`src/rtl/polar_ctrl_pkg.sv`:
```
// Shared types and width helpers for the SC decoder control path.
package polar_ctrl_pkg;

  typedef enum logic [1:0] {
    StIdle,
    StCollect,
    StDone
  } state_e;

  function automatic int unsigned idx_w(input int unsigned n);
    return (n > 1) ? $clog2(n) : 1;
  endfunction

  function automatic int unsigned cnt_w(input int unsigned n);
    return $clog2(n + 1);
  endfunction

endpackage

```
`src/rtl/idx_to_onehot.sv`:
```
// Index to one-hot decoder; an index >= N decodes to all zeros.
module idx_to_onehot #(
  parameter int unsigned N     = 10,
  parameter int unsigned IDX_W = 4
) (
  input  logic [IDX_W-1:0] idx_i,
  output logic [N-1:0]     onehot_o
);

  // Full-width compare per bit, so out-of-range codes never alias onto a valid bit.
  always_comb begin
    onehot_o = '0;
    for (int i = 0; i < N; i++) begin
      onehot_o[i] = (idx_i == IDX_W'(i));
    end
  end

endmodule

```
`src/rtl/info_mask_builder.sv`:
```
// Collects K distinct bit positions over valid/ready and presents the N-bit
// information-set mask over a valid/ack handshake.
module info_mask_builder
  import polar_ctrl_pkg::*;
#(
  parameter  int unsigned N     = 10,
  localparam int unsigned IDX_W = idx_w(N),
  localparam int unsigned CNT_W = cnt_w(N)
) (
  input  logic             clk,
  input  logic             rst_n,
  input  logic             start_i,
  input  logic [CNT_W-1:0] k_cfg_i,
  input  logic             idx_valid_i,
  output logic             idx_ready_o,
  input  logic [IDX_W-1:0] idx_data_i,
  output logic [N-1:0]     mask_out_o,
  output logic             mask_valid_o,
  input  logic             mask_ack_i,
  output logic             busy_o,
  output logic             err_dup_o,
  output logic             err_range_o
);

  state_e           state_q, state_d;
  logic [N-1:0]     mask_q, mask_d;
  logic [CNT_W-1:0] cnt_q, cnt_d;
  logic [CNT_W-1:0] k_q, k_d;
  logic             err_dup_q, err_dup_d;
  logic             err_range_q, err_range_d;

  logic [N-1:0]     onehot;
  logic             in_range;
  logic             dup;
  logic             xfer;
  logic             accept;
  logic [CNT_W-1:0] k_clamped;
  logic [CNT_W-1:0] cnt_inc;

  idx_to_onehot #(
    .N     (N),
    .IDX_W (IDX_W)
  ) u_idx_to_onehot (
    .idx_i    (idx_data_i),
    .onehot_o (onehot)
  );

  assign in_range  = |onehot;
  assign dup       = |(onehot & mask_q);
  assign xfer      = idx_valid_i && (state_q == StCollect);
  assign accept    = xfer && in_range && !dup;
  assign k_clamped = (k_cfg_i > CNT_W'(N)) ? CNT_W'(N) : k_cfg_i;
  assign cnt_inc   = cnt_q + CNT_W'(1);

  always_ff @(posedge clk or negedge rst_n) begin
    if (!rst_n) begin
      state_q     <= StIdle;
      mask_q      <= '0;
      cnt_q       <= '0;
      k_q         <= '0;
      err_dup_q   <= 1'b0;
      err_range_q <= 1'b0;
    end else begin
      state_q     <= state_d;
      mask_q      <= mask_d;
      cnt_q       <= cnt_d;
      k_q         <= k_d;
      err_dup_q   <= err_dup_d;
      err_range_q <= err_range_d;
    end
  end

  // start wins over any transfer or ack in the same cycle, from every state.
  always_comb begin
    state_d = state_q;
    if (start_i) begin
      state_d = (k_clamped == '0) ? StDone : StCollect;
    end else begin
      unique case (state_q)
        StIdle:    state_d = StIdle;
        StCollect: if (accept && (cnt_inc == k_q)) state_d = StDone;
        StDone:    if (mask_ack_i) state_d = StIdle;
        default:   state_d = StIdle;
      endcase
    end
  end

  always_comb begin
    mask_d      = mask_q;
    cnt_d       = cnt_q;
    k_d         = k_q;
    err_dup_d   = err_dup_q;
    err_range_d = err_range_q;
    if (start_i) begin
      mask_d      = '0;
      cnt_d       = '0;
      k_d         = k_clamped;
      err_dup_d   = 1'b0;
      err_range_d = 1'b0;
    end else if (xfer) begin
      if (!in_range) begin
        err_range_d = 1'b1;
      end else if (dup) begin
        err_dup_d = 1'b1;
      end else begin
        mask_d = mask_q | onehot;
        cnt_d  = cnt_inc;
      end
    end
  end

  always_comb begin
    idx_ready_o  = (state_q == StCollect);
    busy_o       = (state_q == StCollect);
    mask_valid_o = (state_q == StDone);
    mask_out_o   = mask_q;
    err_dup_o    = err_dup_q;
    err_range_o  = err_range_q;
  end

endmodule

```
`config.mk`:
```
export PLATFORM = sky130hd
export DESIGN_NAME = info_mask_builder
export DESIGN_NICKNAME = d
export VERILOG_FILES = /design/src/rtl/polar_ctrl_pkg.sv /design/src/rtl/idx_to_onehot.sv /design/src/rtl/info_mask_builder.sv
export SDC_FILE = /design/constraint.sdc
export NUM_CORES = 1
export LEC_CHECK = 0
export CAP_MARGIN = 20
export CORE_MARGIN = 2
export CORE_UTILIZATION = 54
export DETAILED_ROUTE_END_ITERATION = 8
export PLACE_DENSITY = 0.87
export SYNTH_ARGS = -nofsm -noshare
export SYNTH_HDL_FRONTEND = slang
export SYNTH_SLANG_ARGS = --single-unit
```
`constraint.sdc`:
```
create_clock -name clk -period 5.3 [get_ports clk]
set_input_delay 1.06 -clock clk [delete_from_list [all_inputs] [get_ports clk]]
set_output_delay 1.06 -clock clk [all_outputs]
set_load 0.02 [all_outputs]
```
## Yosys cells after proc, flatten, opt, wreduce, memory -nomap -nowiden

Index checks and enable logic that the tools add are counted.
Widths: inputs -> output; s select.

| cells by class | value |
|---|---|
| add/sub/neg operators | 1 |
| order comparisons | 1 |
| equality and inequality tests | 16 |
| multiplexer cells | 21 |
| bitwise logic cells | 2 |
| reduce and logical (&&, ||, !) cells | 16 |

Operators with widths:

| kind | number |
|---|---|
| $mux 10 | 4 |
| $mux 4 | 5 |
| $reduce_or 10->1 | 2 |
| $eq 4x3->1 const B | 4 |
| $and 10x10->10 | 1 |
| $or 10x10->10 | 1 |
| $eq 4x2->1 const B | 2 |
| $eq 4x4->1 const B | 2 |
| $logic_not 4->1 | 2 |
| $mux 2 | 4 |
| $mux 1 | 7 |
| $ne 3x2->1 const B | 2 |
| $reduce_and 3->1 | 2 |
| $reduce_bool 2->1 | 3 |
| $add 4x1->4 const B | 1 |
| $eq 4x1->1 const B | 1 |
| $eq 4x4->1 | 1 |
| $gt 4x4->1 const B | 1 |
| $logic_and 1x1->1 | 4 |
| $ne 2x2->1 const B | 2 |
| $pmux 2 s2 | 1 |
| $reduce_and 2->1 | 2 |
| $eq 2x1->1 const B | 1 |
| $eq 2x2->1 const B | 1 |
| $logic_not 1->1 | 1 |

| word-level totals | value |
|---|---|
| flip-flop bits (word level) | 22 |
| output and inout port bits | 15 |

## Longest topological paths before layout

| logic depth | value |
|---|---|
| depth after elaboration | 9 |
| gate-level depth with buffers | 7 |
| mapped depth without buffers | 6 |

## Modules after synthesis

From an unflattened synthesis, not the netlist that was laid out.

| unflattened totals | value |
|---|---|
| cell total of the unflattened synthesis | 138 |
| area total of the unflattened synthesis | 1365.1 µm² |

Modules (own cells, without submodules):

| module | instances | cells an instance | area each (µm²) | sequential area each (µm²) |
|---|---|---|---|---|
| info_mask_builder | 1 | 124 | 1202.4 | 550.5 |
| idx_to_onehot | 1 | 14 | 162.7 | 0.0 |

## Worst setup path before layout

Ideal clock, no wire load.

| timing | value |
|---|---|
| path type | input-to-reg |
| from | input idx_data_i[2] |
| to | register mask_q[0] (netlist: mask_out_o[0]) |
| arrival | 2.413 ns |
| slack | 2.784 ns |
| stages | 7 |
| path buffers | 2 |
| path through | buf_4 nand3b_1 o21ai_0 a311o_1 or2_4 buf_6 o41ai_2 |

| on the way | value |
|---|---|
| longest elaborated chain between the ends | 6 |
| elaborated cells between the ends (all ways) | 21 |

Ends and longest elaborated chain:

| item | RTL line | source |
|---|---|---|
| start, declared | info_mask_builder.sv:16 | `input logic [IDX_W-1:0] idx_data_i,` |
| parallel branches: the longest is 6 deep, another holds $and 10x10->10 | -- |  |
| end signal, assigned | info_mask_builder.sv:65 | `mask_q <= mask_d;` |
| end, declared | info_mask_builder.sv:26 | `logic [N-1:0] mask_q, mask_d;` |

Parallel ways; which one is timed is not known. The select of a mux whose other input is x is not followed.
A chain may end at the register's enable or synchronous reset.

## Final worst setup path

| timing | value |
|---|---|
| from | input idx_data_i[2] |
| to | register mask_q[7] (netlist: mask_out_o[7]) |

| on the way | value |
|---|---|
| longest elaborated chain between the ends | 6 |
| elaborated cells between the ends (all ways) | 21 |

Ends and longest elaborated chain:

| item |
|---|
| parallel branches: the longest is 6 deep, another holds $and 10x10->10 |

Parallel ways; which one is timed is not known. The select of a mux whose other input is x is not followed.

==> metrics.md <==
| Metric | Value |
|---|---|
| Top cell type's share of synthesized area | 42.0% |
| DRT Pass-1 Iters | 4 |
| # hold bufs at CTS | 0 |
| Critical path class | primary input to flip-flop |
| WL final | 2.87 mm |
| Startpoint types | primary input |
| Clock Pin Slew Worst Setup and Hold Paths | 0.11 ns |
| Largest net degree at the start of global routing | 40 |
| Netlist Area Pre-Place | 1310 µm² |
| Cells after synthesis | 133 |
| Nets | 172 |
| Total CTS buffers | 3 |
| Top_reg_cell synth | dfrtp_1 |
| Detail Route Antenna Nets | 0 |
| FFs w/ async S/R, synth | 100% |
| Per-cell routed wire length | 15.6 µm |
| Clock Skews | 0.00739 ns |
| WP data arrival | 3.22 ns |
| Final Slew Violations | 0 |
| CP Capture Type | flip-flop |
| RSZ-0062 raised after global routing | false |
| CTS tree | yes |
| Yosys warning count | 0 |
| First-pass GRT wire length | 4.75 mm |
| Sequential fraction of the synthesis area | 42.0% |
| CTS Root Cell | clkbuf_4 |
| Final hold violation count | 0 |
| Clock sink count | 22 |
| Max Fclk | 330 MHz |
| Share of cells above drive strength 1 | 10.3% |
| Synth cell types | 42 |
| Final setup vio count | 0 |
| Clock latency on the worst-skew pair | 0.31 ns |
| Crit path cell chain | clkdlybuf4s50_1 > and3_1 > o211a_1 > a311o_1 > or2_4 > o41ai_1 |
| Die X | 53.3 µm |
| H-tree Lvls | 1 |
| Number of flops mapped to enable cells by yosys | 0 |
| Syn Nets | 147 |
| Starting density of the core | 58.1% |
| DR vias/cell | 5.98 |
| Full die area | 2840 µm² |
| CP required | 5.50 ns |
| GRT Total Usage | 23.3% |
| Core Region | 2250 µm² |
| DP HPWL | 2.11 mm |
| Crit-path max FO | 13 |
| Via Count | 1101 |
| Gr ovfl total | 0 |
| PortBufs | 27 |
| Outcome | complete, no violations |
| Max-Cap Viols | 0 |
| Tmin final | 3.03 ns |
| #FFs+latches synth | 22 |
| Top cells by area, synth | dfrtp_1 42%, nand2b_1 4.3%, o32ai_2 3.7% |
| Vias in the first global route | 1049 |
| Setup TNS | 0 ns |
| # diodes | 0 |
| Avg Inst Size Synth | 9.85 µm² |
| Origin of the worst setup path | idx_data_i[2] |
| Tightest Hold Check Type | flip-flop to flip-flop |
| Post-CTS Resized | 0 |
| RR Endpoint | mask_out_o[7]$_DFFE_PN0P_ |
| Slowest CP cell | clkdlybuf4s50_1 |
| # DRC | 0 |
| Initial antenna violation count | 0 |
| # IOs | 28 |
| Critical Path End | mask_out_o[7]$_DFFE_PN0P_ |
| R2R Path Start | mask_out_o[7]$_DFFE_PN0P_ |
| PD cells | 201 nW/µm² |
| Slew HR | 63.9% |
| Setup Fix Bufs, Post-CTS | 0 |
| Die height | 53.3 µm |
| Hold slack final | 0.523 ns |
| P_leak | 0.654 nW |
| Synth area leader | dfrtp_1 |
| Site Rows | 17 |
| Critical path's largest stage delay | 0.62 ns |
| Bufs on Longest Clock Path | 2 |
| Part of the cycle the worst path needs | 57.1% |
| Cells on worst reg2reg path | 5 |
| R2R setup slack | 3.32 ns |
| Syn-to-layout area delta | 22.3% |
| DR iter-0 viols | 20 |
| Worst Max-Slew Pin Slew | 0.540 ns |
| RD Place Congestion | 0.851 |
| Max rail drop VDD | 0.000154 V |
==> cell type report <==
| cell class | instances | area, µm² |
|---|---|---|
| sequential | 22 | 551 |
| multi-input combinational | 92 | 664 |
| inverter | 10 | 37.5 |
| tap | 28 | 35.0 |
| clock buffer | 3 | 22.5 |
| fill | 181 | 652 |
| timing repair buffer | 29 | 293 |
==> flip-flops by register name, summed over array words and instances, names as in the netlist <==
| signal | count |
|---|---|
| mask_out_o | 10 |
| cnt_q | 4 |
| k_q | 4 |
| state_q | 2 |
| err_dup_o | 1 |
| err_range_o | 1 |
==> worst min-delay path by stage <==
stage / from / to / slack (ns) / cells past startpoint
2_1_floorplan: k_q[3]$_DFFE_PN0P_ / k_q[3]$_DFFE_PN0P_ / 0.50 / 1
3_3_place_gp: err_range_o$_DFFE_PN0P_ / err_range_o$_DFFE_PN0P_ / 0.48 / 2
3_5_place_dp: err_range_o$_DFFE_PN0P_ / err_range_o$_DFFE_PN0P_ / 0.50 / 2
4_1_cts: err_range_o$_DFFE_PN0P_ / err_range_o$_DFFE_PN0P_ / 0.53 / 2
5_1_grt: err_range_o$_DFFE_PN0P_ / err_range_o$_DFFE_PN0P_ / 0.57 / 2
6_report: err_range_o$_DFFE_PN0P_ / err_range_o$_DFFE_PN0P_ / 0.52 / 2
==> critical path: cells and delay by family <==
family	cells	cell delay (ns)
AO/OA/AOI/OAI	3	0.90
buffers and inverters	1	0.62
AND/OR/NAND/NOR	2	0.64
==> power by group <==
group	switching, mW	total, mW	internal (mW)
Sequential	0.00545	0.180	0.174
Combinational	0.0376	0.0690	0.0313
Clock	0.0468	0.0733	0.0266
Total	0.0899	0.322	0.232
==> cells in the final DEF, fill, tap and decap left out, types with 2 or more instances in the layout <==
master           synthesis  layout
clkdlybuf4s50_1          0      27
dfrtp_1                 22      22
inv_1                   10      10
nand2b_1                 9       9
o21ai_0                  8       8
nor2_1                   7       7
nor2b_1                  5       5
nand2_1                  5       5
a21oi_1                  5       5
or4_1                    4       4
nor3_1                   4       4
nand3_1                  4       4
xnor2_1                  4       4
o32ai_2                  3       3
o41ai_2                  3       3
mux2_2                   3       3
clkbuf_4                 0       3
nand3b_1                 2       2
nand4b_1                 2       2
and3_1                   2       2
xor2_1                   2       2
o22ai_1                  2       2
o41ai_1                  2       2
==> synthesized netlist by cell type (all sizes together), types with 3 or more instances <==
| library cell | count |
|---|---|
| nand2b | 9 |
| inv | 10 |
| nand3 | 4 |
| a21oi | 5 |
| dfrtp | 22 |
| mux2 | 3 |
| or4 | 4 |
| nor3 | 4 |
| clkbuf | 3 |
| o32ai | 3 |
| buf | 6 |
| nor2 | 7 |
| o41ai | 5 |
| nor2b | 5 |
| nand2 | 5 |
| xnor2 | 4 |
| o21ai | 9 |
==> cell families after synthesis <==
| kind of cell | count (synthesis) | synth area share (%) |
|---|---|---|
| DFF | 22 | 42.0 |
| xor gates and xnor gates | 6 | 4.01 |
| AOI/OAI and AO/OA | 30 | 18.8 |
| adders and majority gates | 1 | 0.955 |
| buffers and inverters | 19 | 7.26 |
| muxes | 4 | 3.34 |
| and+or+nand+nor | 51 | 23.6 |
==> per-stage QoR <==
step / power (mW) / utilization (%) / area [µm²] / setup slack (ns) / instances
after floorplan: 0.225 / - / 1310 / 2.78 / 133
after global placement: 0.248 / 69.4 / 1570 / 2.07 / 180
after detailed placement: 0.251 / 69.4 / 1570 / 1.98 / 180
after CTS: 0.324 / 70.4 / 1590 / 2.29 / 183
after global routing: 0.342 / 71.1 / 1600 / 2.20 / 184
final: 0.322 / 71.1 / 1600 / 2.27 / 184
==> per-layer routing <==
layer  vias to the layer above  track usage, %  share of wire (%)  wire length (µm)
met5                         -               0                  0                 0
met4                         0            11.1                1.9                55
li1                        531               -                  -                 -
met3                         7            4.52                4.4               126
met2                        32            37.7                 50              1430
met1                       531            29.7                 44              1260
Power figures use the tool's default switching activity.
